==> src/rtl/score_bus_writer_if.sv <==
// Score write bus between the score keeper (master) and the display register file (slave).
interface score_bus_writer_if;
  logic        bus_busy_i;
  logic        MW_o;
  logic [1:0]  address_o;
  logic [31:0] data_o;

  modport master (input bus_busy_i, output MW_o, address_o, data_o);
  modport slave  (output bus_busy_i, input MW_o, address_o, data_o);
endinterface

==> src/rtl/score_bus_writer.sv <==
// Two-player score keeper that mirrors each changed score onto a shared write bus.
// Optional win detection is enabled by defining SCORE_WIN_DETECT_EN.
module score_bus_writer #(
  parameter int WIN_SCORE = 5,
  parameter int MAX_SCORE = 9
) (
  input  logic                       clk,
  input  logic                       rst_n_i,
  input  logic                       goal1_i,
  input  logic                       goal2_i,
  input  logic                       clear_i,
  output logic [3:0]                 score1_o,
  output logic [3:0]                 score2_o,
  output logic                       game_over_o,
  output logic [1:0]                 winner_o,
  output logic                       pending_o,
  score_bus_writer_if.master         bus
);

  // Clamp so a WIN_SCORE above MAX_SCORE can still be reached.
  localparam logic [3:0] SAT = 4'((MAX_SCORE < WIN_SCORE) ? WIN_SCORE : MAX_SCORE);

  typedef enum logic [1:0] {IDLE, WR1, WR2} state_t;

  state_t      state_q, state_d;
  logic [3:0]  score1_q, score1_d, score2_q, score2_d;
  logic        dirty1_q, dirty1_d, dirty2_q, dirty2_d;
  logic        mw_q, mw_d;
  logic [1:0]  addr_q, addr_d;
  logic [31:0] data_q, data_d;
  logic        g1, g2;

`ifdef SCORE_WIN_DETECT_EN
  localparam logic [3:0] WIN = 4'(WIN_SCORE);
  logic       go_q, go_d;
  logic [1:0] win_q, win_d;
  logic       hit1, hit2;

  // A finished game freezes both scores until clear or reset.
  assign g1 = goal1_i & ~go_q;
  assign g2 = goal2_i & ~go_q;
`else
  assign g1 = goal1_i;
  assign g2 = goal2_i;
`endif

  always_comb begin
    score1_d = score1_q;
    score2_d = score2_q;
    if (clear_i) begin
      score1_d = '0;
      score2_d = '0;
    end else begin
      if (g1 && score1_q != SAT) score1_d = score1_q + 4'd1;
      if (g2 && score2_q != SAT) score2_d = score2_q + 4'd1;
    end
  end

  always_comb begin
    state_d = IDLE;
    case (state_q)
      IDLE:    state_d = dirty1_q ? WR1 : (dirty2_q ? WR2 : IDLE);
      WR1:     state_d = dirty2_q ? WR2 : (dirty1_q ? WR1 : IDLE);
      WR2:     state_d = dirty1_q ? WR1 : (dirty2_q ? WR2 : IDLE);
      default: state_d = IDLE;
    endcase
    if (bus.bus_busy_i) state_d = IDLE;
  end

  // A goal landing on the capture edge keeps the flag set so the newer value is sent later.
  always_comb begin
    dirty1_d = clear_i | g1 | (dirty1_q & (state_d != WR1));
    dirty2_d = clear_i | g2 | (dirty2_q & (state_d != WR2));
    mw_d     = (state_d != IDLE);
    addr_d   = addr_q;
    data_d   = data_q;
    case (state_d)
      WR1: begin
        addr_d = 2'b00;
        data_d = {28'd0, score1_q};
      end
      WR2: begin
        addr_d = 2'b01;
        data_d = {28'd0, score2_q};
      end
      default: ;
    endcase
  end

`ifdef SCORE_WIN_DETECT_EN
  always_comb begin
    hit1  = g1 && !clear_i && (score1_d == WIN) && (score1_q != WIN);
    hit2  = g2 && !clear_i && (score2_d == WIN) && (score2_q != WIN);
    go_d  = clear_i ? 1'b0 : (go_q | hit1 | hit2);
    win_d = clear_i ? 2'b00 : (go_q ? win_q : {hit2, hit1});
  end

  always_ff @(posedge clk or negedge rst_n_i) begin
    if (!rst_n_i) begin
      go_q  <= 1'b0;
      win_q <= 2'b00;
    end else begin
      go_q  <= go_d;
      win_q <= win_d;
    end
  end

  assign game_over_o = go_q;
  assign winner_o    = win_q;
`else
  assign game_over_o = 1'b0;
  assign winner_o    = 2'b00;
`endif

  // Dirty flags come out of reset set so the display is loaded with zeros.
  always_ff @(posedge clk or negedge rst_n_i) begin
    if (!rst_n_i) begin
      state_q  <= IDLE;
      score1_q <= '0;
      score2_q <= '0;
      dirty1_q <= 1'b1;
      dirty2_q <= 1'b1;
      mw_q     <= 1'b0;
      addr_q   <= 2'b00;
      data_q   <= '0;
    end else begin
      state_q  <= state_d;
      score1_q <= score1_d;
      score2_q <= score2_d;
      dirty1_q <= dirty1_d;
      dirty2_q <= dirty2_d;
      mw_q     <= mw_d;
      addr_q   <= addr_d;
      data_q   <= data_d;
    end
  end

  assign score1_o      = score1_q;
  assign score2_o      = score2_q;
  assign pending_o     = dirty1_q | dirty2_q;
  assign bus.MW_o      = mw_q;
  assign bus.address_o = addr_q;
  assign bus.data_o    = data_q;

endmodule

==> src/flat_wrapper.sv <==
// flat-port wrapper written by rule: the top's interface ports become plain ports
module score_bus_writer_flat 
#(
  parameter int WIN_SCORE = 5,
  parameter int MAX_SCORE = 9
)
  (clk, rst_n_i, goal1_i, goal2_i, clear_i, score1_o, score2_o, game_over_o, winner_o, pending_o, bus_bus_busy_i, bus_MW_o, bus_address_o, bus_data_o);
  score_bus_writer_if bus_i ();
  input  logic clk;
  input  logic rst_n_i;
  input  logic goal1_i;
  input  logic goal2_i;
  input  logic clear_i;
  output logic [3:0] score1_o;
  output logic [3:0] score2_o;
  output logic game_over_o;
  output logic [1:0] winner_o;
  output logic pending_o;
  input wire logic [$bits(bus_i.bus_busy_i)-1:0] bus_bus_busy_i;
  output wire logic [$bits(bus_i.MW_o)-1:0] bus_MW_o;
  output wire logic [$bits(bus_i.address_o)-1:0] bus_address_o;
  output wire logic [$bits(bus_i.data_o)-1:0] bus_data_o;
  assign bus_i.bus_busy_i = bus_bus_busy_i;
  assign bus_MW_o = bus_i.MW_o;
  assign bus_address_o = bus_i.address_o;
  assign bus_data_o = bus_i.data_o;
  score_bus_writer #(.WIN_SCORE(WIN_SCORE), .MAX_SCORE(MAX_SCORE)) u_core (.clk(clk), .rst_n_i(rst_n_i), .goal1_i(goal1_i), .goal2_i(goal2_i), .clear_i(clear_i), .score1_o(score1_o), .score2_o(score2_o), .game_over_o(game_over_o), .winner_o(winner_o), .pending_o(pending_o), .bus(bus_i));
endmodule
==> config.mk <==
export PLATFORM = sky130hd
export DESIGN_NAME = score_bus_writer_flat
export DESIGN_NICKNAME = d
export VERILOG_FILES = /design/src/rtl/score_bus_writer_if.sv /design/src/rtl/score_bus_writer.sv /design/src/flat_wrapper.sv
export SDC_FILE = /design/constraint.sdc
export NUM_CORES = 1
export LEC_CHECK = 0
export CAP_MARGIN = 10
export CORE_UTILIZATION = 41
export CTS_CLUSTER_DIAMETER = 60
export CTS_CLUSTER_SIZE = 24
export DETAILED_ROUTE_END_ITERATION = 12
export PLACE_DENSITY = 0.8
export SYNTH_ARGS = -nofsm -noshare
export SYNTH_HDL_FRONTEND = slang
export SYNTH_SLANG_ARGS = --single-unit
==> constraint.sdc <==
create_clock -name clk -period 1.85 [get_ports clk]
set_input_delay 0.2775 -clock clk [delete_from_list [all_inputs] [get_ports clk]]
set_output_delay 0.2775 -clock clk [all_outputs]
set_load 0.05 [all_outputs]
==> results of run 1 <==
cells in the final DEF (no fill, tap or decap), types with 2 or more instances in the layout:
| cell type | count |
|---|---|
| sky130_fd_sc_hd__conb_1 | 32 |
| sky130_fd_sc_hd__dfrtp_1 | 16 |
| sky130_fd_sc_hd__nor2_1 | 12 |
| sky130_fd_sc_hd__clkdlybuf4s50_1 | 11 |
| sky130_fd_sc_hd__buf_4 | 11 |
| sky130_fd_sc_hd__inv_1 | 7 |
| sky130_fd_sc_hd__a21oi_1 | 7 |
| sky130_fd_sc_hd__ha_1 | 7 |
| sky130_fd_sc_hd__nand2_1 | 6 |
| sky130_fd_sc_hd__mux2i_1 | 5 |
| sky130_fd_sc_hd__nand3b_1 | 3 |
| sky130_fd_sc_hd__o21ai_0 | 3 |
| sky130_fd_sc_hd__mux2_2 | 3 |
| sky130_fd_sc_hd__clkbuf_4 | 3 |
| sky130_fd_sc_hd__nand4_1 | 2 |
| sky130_fd_sc_hd__xor2_1 | 2 |
| sky130_fd_sc_hd__nor2b_1 | 2 |
| sky130_fd_sc_hd__dfstp_2 | 2 |
power by group through the flow:
stage | clock (mW) | combinational [mW] | sequential [mW]
floorplan | 0 | 0.287 | 0.638
global placement | 0 | 0.512 | 0.488
detailed placement | 0 | 0.518 | 0.492
CTS | 0.242 | 0.519 | 0.484
global route | 0.253 | 0.548 | 0.491
finish | 0.237 | 0.518 | 0.483
layer usage:
layer | part of all wire, % | up-vias | track usage [%]
met5 | 0 | - | 0
met4 | 1.5 | 0 | 7.08
met3 | 6.0 | 4 | 2.73
met2 | 51 | 39 | 24.3
met1 | 42 | 359 | 15.2
li1 | - | 363 | -
path summary, 6_finish.rpt:
check                                            startpoint                                to  slack, ps  cells past startpoint
min in group clk                  u_core.dirty1_q$_DFF_PN1_         u_core.dirty1_q$_DFF_PN1_        530                      2
max in group asynchronous                           rst_n_i         u_core.dirty2_q$_DFF_PN1_       1280                      2
max                        u_core.bus.data_o[3]$_DFFE_PN0P_                     bus_data_o[3]        110                      1
min                                                 rst_n_i         u_core.bus.MW_o$_DFF_PN0_        310                      2
min reg2reg                       u_core.dirty1_q$_DFF_PN1_         u_core.dirty1_q$_DFF_PN1_        530                      2
max reg2reg                     u_core.state_q[0]$_DFF_PN0_  u_core.bus.data_o[2]$_DFFE_PN0P_        260                      6
layout make-up:
cell class	count	area, um2	share of cell area [%]
Clock buffer	4	36.3	2.84
Multi-Input combinational cell	90	532	41.6
Sequential cell	18	453	35.5
Inverter	7	26.3	2.06
Tap cell	30	37.5	2.94
Timing Repair Buffer	22	193	15.1
sequential cells by signal, indices dropped and copies added (netlist names):
register / flops
u_core.bus.data_o: 4
u_core.score1_o: 4
u_core.dirty2_q: 1
u_core.bus.MW_o: 1
u_core.dirty1_q: 1
u_core.state_q: 2
u_core.score2_o: 4
u_core.bus.address_o: 1
cell families (layout without fill, tap and decap cells):
kind of cell / after synthesis / count (layout) / share of synthesized area (%)
other: 1 / 32 / 0.326
adders and majority gates: 7 / 7 / 7.62
AOI/OAI and AO/OA: 13 / 13 / 6.53
xor gates and xnor gates: 2 / 2 / 1.52
buffers and inverters: 42 / 33 / 24.5
DFF: 18 / 18 / 39.4
and+or+nand+nor: 27 / 27 / 11.5
muxes: 9 / 9 / 8.60
==> out/results.txt, run 1 <==
The worst setup path is launched from a flop. The detail-routed via count per cell came out at 4.47. The count of hold-fix buffers inserted at cts was 0. The logs give 19 for the largest net degree at the start of global routing and 4 for the number of optimization iterations in the first detailed-route pass. Of all cell types, the one taking the most synthesized area is sky130_fd_sc_hd__dfrtp_1.

After detailed routing, the average wire length per cell comes to 11.3 um. The routed design could run at a clock period as short as 1740 ps. The cell sitting at the root of the clock tree is a sky130_fd_sc_hd__clkbuf_4. At the end of routability-driven placement, the weighted congestion stood at 0.736. The count of port buffers added during placement was 20. Hold timing on the final database bottoms out at a slack of 312 ps.

In this run the tightest slew margin relative to its limit is 66.5%. The peak clock frequency supported by timing was 576 MHz; the number of placed instances, taps included was 167. For the pin with the worst max-slew slack, the measured transition is 501 ps. From left edge to right edge, the die measures 55.0 um. Yosys attributes the largest share of cell area to sky130_fd_sc_hd__dfrtp_1 35%, sky130_fd_sc_hd__buf_4 21%, sky130_fd_sc_hd__ha_1 7.6%.

Total power per unit cell area: 969 nW/um2. The flow ran to the end, and the final reports show no timing, DRC or antenna violations. Of the post-synthesis cell area, the dominant cell type holds 34.8%. Path type of the worst setup path: reg -> out. After clock tree synthesis, the clock-pin slew on the worst setup and hold paths is 100 ps. Yosys printed 0 warnings. The post-synthesis instance area is 1150 um2, and the worst setup skew after layout is 0.740 ps. TritonCTS built the clock tree.

After detailed placement, the total cell area comes to 1240 um2. The maximum level of the CTS H-tree is 1. With fillers left out, the area of the finished cells amounts to 1280 um2. After floorplanning, the core was divided into 18 placement rows.

0 antenna diodes ended up in the layout. The post-place setup slack was 69.7 ps; the height of the chip was 55.0 um. The run gives 0 as the final global-route overflow total. From synthesis to final layout, the design area changed by 11.1%.

Sequential power share: 39.0%. After detailed routing, the total wire length is 1.93 mm. Setup repair after global routing left no endpoint under its margin.

The later pin in the worst-skew pair is clocked with a latency of 280 ps. Counting instances in the post-synthesis netlist gives the leading cell types as 32 x sky130_fd_sc_hd__buf_4, 16 x sky130_fd_sc_hd__dfrtp_1, 12 x sky130_fd_sc_hd__nor2_1. Counting flops with a built-in enable in the synthesized netlist gives 0. At the end of the flow the core is filled with cells to 49.8%.

The filler cell count was 242; the number of buffers and inverters on the critical path was 1. Number of nets with antenna violations after routing: 0. The distinct cell type count of the synthesized netlist was 23; the post-detailed-placement half-perimeter wirelength was 1.46 mm. Via count of the first global-routing pass: 662. After technology mapping, the gate count stands at 119. Switching component of the power: 0.542 mW. The tools report the kind of end point of the critical path as a primary output.

For the hold violation total from the final report, the log shows 0. Overall routing resource usage: 13.6%. For the buffers inserted during post-CTS setup optimization, the log shows 0. The number of setup violations in the final report was 0.

Net switching is 43.7% of the power. The tools report the final cell count without fillers as 171. The effective utilization at floorplan was 44.8%; the setup total negative slack was 0 ps. The highest ir drop seen on vdd is 0.640 mV.

The run gives 2570 um2 as the placeable core region. In the synthesized netlist the dominant register cell turns out to be sky130_fd_sc_hd__dfrtp_1. The run gives 0 as the final number of max-transition violations.

Traced cell by cell, the critical path runs through clkdlybuf4s50_1. For the total number of clock tree sinks, the log shows 18. Summed over all cells, the static leakage comes to 0.655 nW. After the last flow step, the layout net total stands at 155. Max-cap violations in this run came to 0. The initial detailed-routing violation count was 13; the average cell area after synthesis was 9.66 um2.

The internal power component was 0.697 mW; the number of storage elements in the synthesis netlist was 18. The share of post-route cells with drive strength above 1 is 16.3%, and the top-level port count is 53. In this run, CTS created clock tree buffers numbering 3. Share of the clock period used by the worst path: 93.9%. The largest single stage delay on the critical path is 800 ps. Gates resized during post-CTS repair numbered 0. Path category of the worst min-delay check: in -> async. The logs give 1.24 mW for the sum of internal, switching and leakage power and 1570 ps for the data required time of the critical path. The combinational share of power was 41.8%; the biggest fanout along the worst timing path was 2. The number of antenna violations at the first check in global routing was 0.

On the critical path the largest part of the delay comes from buffers and inverters. The clock network accounts for 19.1% of the total power. The standard cell with the maximum stage delay on the critical path is sky130_fd_sc_hd__clkdlybuf4s50_1. Summing over every cut layer, the via total after detailed routing is 765. After detailed routing, the number of remaining DRC violations is 0.

In this run the deepest clock path goes through 2 buffers. The tools report the data arrival time of the critical path as 1460 ps. sky130_fd_sc_hd__buf_4 is the most common cell in the netlist. The die covers 3020 um2. The worst-case setup margin in the final layout is 113 ps, and the global-route wire length before repair is 2.89 mm.

In the synthesized netlist the async set-or-reset flop fraction comes to 100%. For the part of the Yosys area used for sequential elements, the log shows 39.4%.
(Power assumes the default switching activity.)
==> run 2: changes to the inputs <==
--- a/config.mk
+++ b/config.mk
@@ -6,6 +6,7 @@
 export NUM_CORES = 1
 export LEC_CHECK = 0
 export CAP_MARGIN = 10
+export CORE_MARGIN = 2
 export CORE_UTILIZATION = 41
 export CTS_CLUSTER_DIAMETER = 60
 export CTS_CLUSTER_SIZE = 24
==> run 2 against run 1 <==
Net effect:
- global-route usage decreased by 0.92 points
- register-to-register slack is essentially flat
- clock-buffer cell count unchanged
- routed wire length decreased by 2.3%
- sequential power hardly changed
- sequential share of layout area rose by 0.10 points
- fmax is 1.2% lower
- die area increased by 7.4%
- combinational power is essentially flat
- first-iteration DRC count is 7.7% higher
- largest power group unchanged
==> out/results.txt, run 2 (synthesis gave the netlist of run 1 again) <==
The run gives 155 (unchanged) as the net count of the finished layout. The logs give 2710 um2 (was 2570 um2) for the placeable core region and 3 (unchanged) for the TritonCTS buffer count. The highest ir drop seen on vdd came out at 0.620 mV (was 0.640 mV). The maximum level of the CTS H-tree is 1 (unchanged). The data arrival time of the critical path was 1480 ps (was 1460 ps); the global-route wire length before repair was 3.20 mm (was 2.89 mm). Biggest cell delay along the critical path: 810 ps (was 800 ps).

The post-detailed-placement half-perimeter wirelength came out at 1.53 mm (was 1.46 mm). The biggest fanout along the worst timing path is 2 (unchanged). Relative area change from synthesis to final layout: 10.8% (was 11.1%). The run gives 0 (unchanged) as the number of antenna violations at the first check in global routing. The setup total negative slack was 0 ps (unchanged); the effective utilization at floorplan was 42.4% (was 44.8%).

The via count of the first global-routing pass came out at 740 (was 662). Share of post-route cells with drive strength above 1: 14.9% (was 16.3%). The number of inserted diodes is 0 (unchanged). Cell area after placement: 1240 um2 (about the same). The number of setup violations in the final report is 0 (unchanged), and the share of the clock period used by the worst path is 95.0% (was 93.9%). The worst setup skew after layout is 5.29 ps (was 0.740 ps). The height of the chip is 57.0 um (was 55.0 um). Highest-count cells in the layout ignoring fill and taps: 32 x sky130_fd_sc_hd__conb_1, 16 x sky130_fd_sc_hd__dfrtp_1, 12 x sky130_fd_sc_hd__nor2_1, 11 x sky130_fd_sc_hd__clkdlybuf4s50_1, 10 x sky130_fd_sc_hd__buf_4 (was 32 x sky130_fd_sc_hd__conb_1, 16 x sky130_fd_sc_hd__dfrtp_1, 12 x sky130_fd_sc_hd__nor2_1, 11 x sky130_fd_sc_hd__clkdlybuf4s50_1, 11 x sky130_fd_sc_hd__buf_4). Slew at the pin closest to its max-slew limit: 508 ps (was 501 ps).

The tools report the clock root buffer as sky130_fd_sc_hd__clkbuf_4 (unchanged). Family with the most delay on the worst path: buffers and inverters (unchanged). Peak clock frequency supported by timing: 569 MHz (was 576 MHz). The post-place setup slack was 28.9 ps (was 69.7 ps). The initial detailed-routing violation count came out at 14 (was 13).

For the hold violation total from the final report, the log shows 0 (unchanged). The flow ran to the end, and the final reports show no timing, DRC or antenna violations. The most common cell after layout, fill and taps aside is sky130_fd_sc_hd__conb_1 (unchanged).

The logs give 0 (unchanged) for the DRC violation count after routing and 279 (was 242) for the filler cell count. The tools report the final standard cell area without fillers as 1270 um2 (was 1280 um2). The horizontal die dimension was 57.0 um (was 55.0 um). The count of port buffers added during placement was 20 (unchanged). The tools report the number of optimization iterations in the first detailed-route pass as 4 (unchanged). The standard cell with the maximum stage delay on the critical path is sky130_fd_sc_hd__clkdlybuf4s50_1 (unchanged). The hold slack was 302 ps (was 312 ps).

The final number of max-transition violations was 0 (unchanged). Worst-case setup margin in the final layout: 91.9 ps (was 113 ps). The type of element launching the critical path is a flop (unchanged). The run gives 2 (unchanged) as the maximum buffer depth of the clock tree. The run gives 0 (unchanged) as the number of nets with antenna violations after routing. The clock latency on the worst-skew pair is 290 ps (was 280 ps). The clock edge transition at the registers on the reported setup and hold paths came out at 100 ps (about the same). The mean routed wirelength per cell was 11.0 um (was 11.3 um).

Worst-path cell chain: clkdlybuf4s50_1 (unchanged). The logs give 0 (unchanged) for the final global-route overflow total and 19 (was 18) for the placement row count. TritonCTS built the clock tree. For the total die area, the log shows 3240 um2 (was 3020 um2). The count of hold-fix buffers inserted at cts came out at 0 (unchanged). The relative slew slack was 66.1% (was 66.5%). The tools report the kind of end point of the critical path as a primary output (unchanged). The overall routing resource usage was 12.7% (was 13.6%); the data required time of the critical path was 1570 ps (about the same). Path category of the worst min-delay check: in -> async (unchanged). The tools report the top-level port count as 53 (unchanged). The vias after detailed routing was 770 (was 765).

The total number of clock tree sinks was 18 (unchanged); the detail-routed via count per cell was 4.48 (was 4.47). The sum of internal, switching and leakage power was 1.20 mW (was 1.24 mW). Buffers inserted during post-CTS setup optimization: 0 (unchanged). For the leakage power figure, the log shows 0.666 nW (was 0.655 nW). Clock period minus final worst setup slack: 1760 ps (was 1740 ps). Path type of the worst setup path: reg -> out (unchanged). The final RePlAce weighted congestion is 0.847 (was 0.736). For the wire length after detailed routing, the log shows 1.89 mm (was 1.93 mm). Setup repair after global routing left no endpoint under its margin. Max capacitance violation total: 0 (unchanged).

The number of buffers and inverters on the critical path came out at 1 (unchanged). The largest net degree at the start of global routing was 19 (unchanged); the total power per unit cell area was 940 nW/um2 (was 969 nW/um2).
-- run 2: changes by cell type in the layout (fill, tap and decap cells not counted) --
cell	delta
sky130_fd_sc_hd__dlymetal6s2s_1	+1
sky130_fd_sc_hd__clkbuf_8	-1
sky130_fd_sc_hd__clkbuf_1	+1
sky130_fd_sc_hd__buf_4	-1
-- run 2: cell type report --
class | instances | area (um2) | share of cell area, %
inverter | 7 | 26.3 | 2.06
sequential | 18 | 453 | 35.6
tap | 31 | 38.8 | 3.05
timing repair buffer | 22 | 198 | 15.5
multi-input combinational | 90 | 532 | 41.7
clock buffer | 4 | 26.3 | 2.06
-- run 2: report_power, final --
part | switching, mW | internal, mW
combinational | 0.384 | 0.134
sequential | 0.0380 | 0.444
clock | 0.114 | 0.0839
-- run 2: layer usage --
layer  track usage (%)  vias to the layer above  share of wire, %
li1                  -                      364                 -
met5                 0                        -                 0
met3              2.72                        4               7.5
met4              6.98                        0               1.4
met2              22.3                       34                53
met1              14.3                      368                38
-- run 2: per-stage QoR --
step	utilization, %	cells
detailed placement	45.9	168
finish	47.0	172
global placement	45.9	168
floorplan	-	150
CTS	46.9	172
global route	47.0	172
-- run 2: repair_timing --
action / 4_1_cts / 5_1_grt
endpoints found under the hold margin: 0 / 0
endpoints found under the setup margin: 0 / 1
resized for setup: 0 / 1
-- run 2: worst register-to-register path: cells and delay by family (launching register included) --
family	cells	cell delay, ps
mux	2	450
flops	1	370
fa+ha+maj	1	330
simple gates	1	150
buf+inv	1	110
compound gates	1	90
-- run 2: path summary, 6_finish.rpt --
check / slack (ps) / to / from / depth (start not counted)
min: 300 / u_core.bus.data_o[2]$_DFFE_PN0P_ / rst_n_i / 2
min reg2reg: 540 / u_core.bus.data_o[3]$_DFFE_PN0P_ / u_core.bus.data_o[3]$_DFFE_PN0P_ / 2
max in group asynchronous: 1290 / u_core.dirty2_q$_DFF_PN1_ / rst_n_i / 2
max reg2reg: 250 / u_core.bus.data_o[1]$_DFFE_PN0P_ / u_core.state_q[0]$_DFF_PN0_ / 6
max: 90 / bus_data_o[2] / u_core.bus.data_o[2]$_DFFE_PN0P_ / 1
min in group clk: 540 / u_core.bus.data_o[3]$_DFFE_PN0P_ / u_core.bus.data_o[3]$_DFFE_PN0P_ / 2
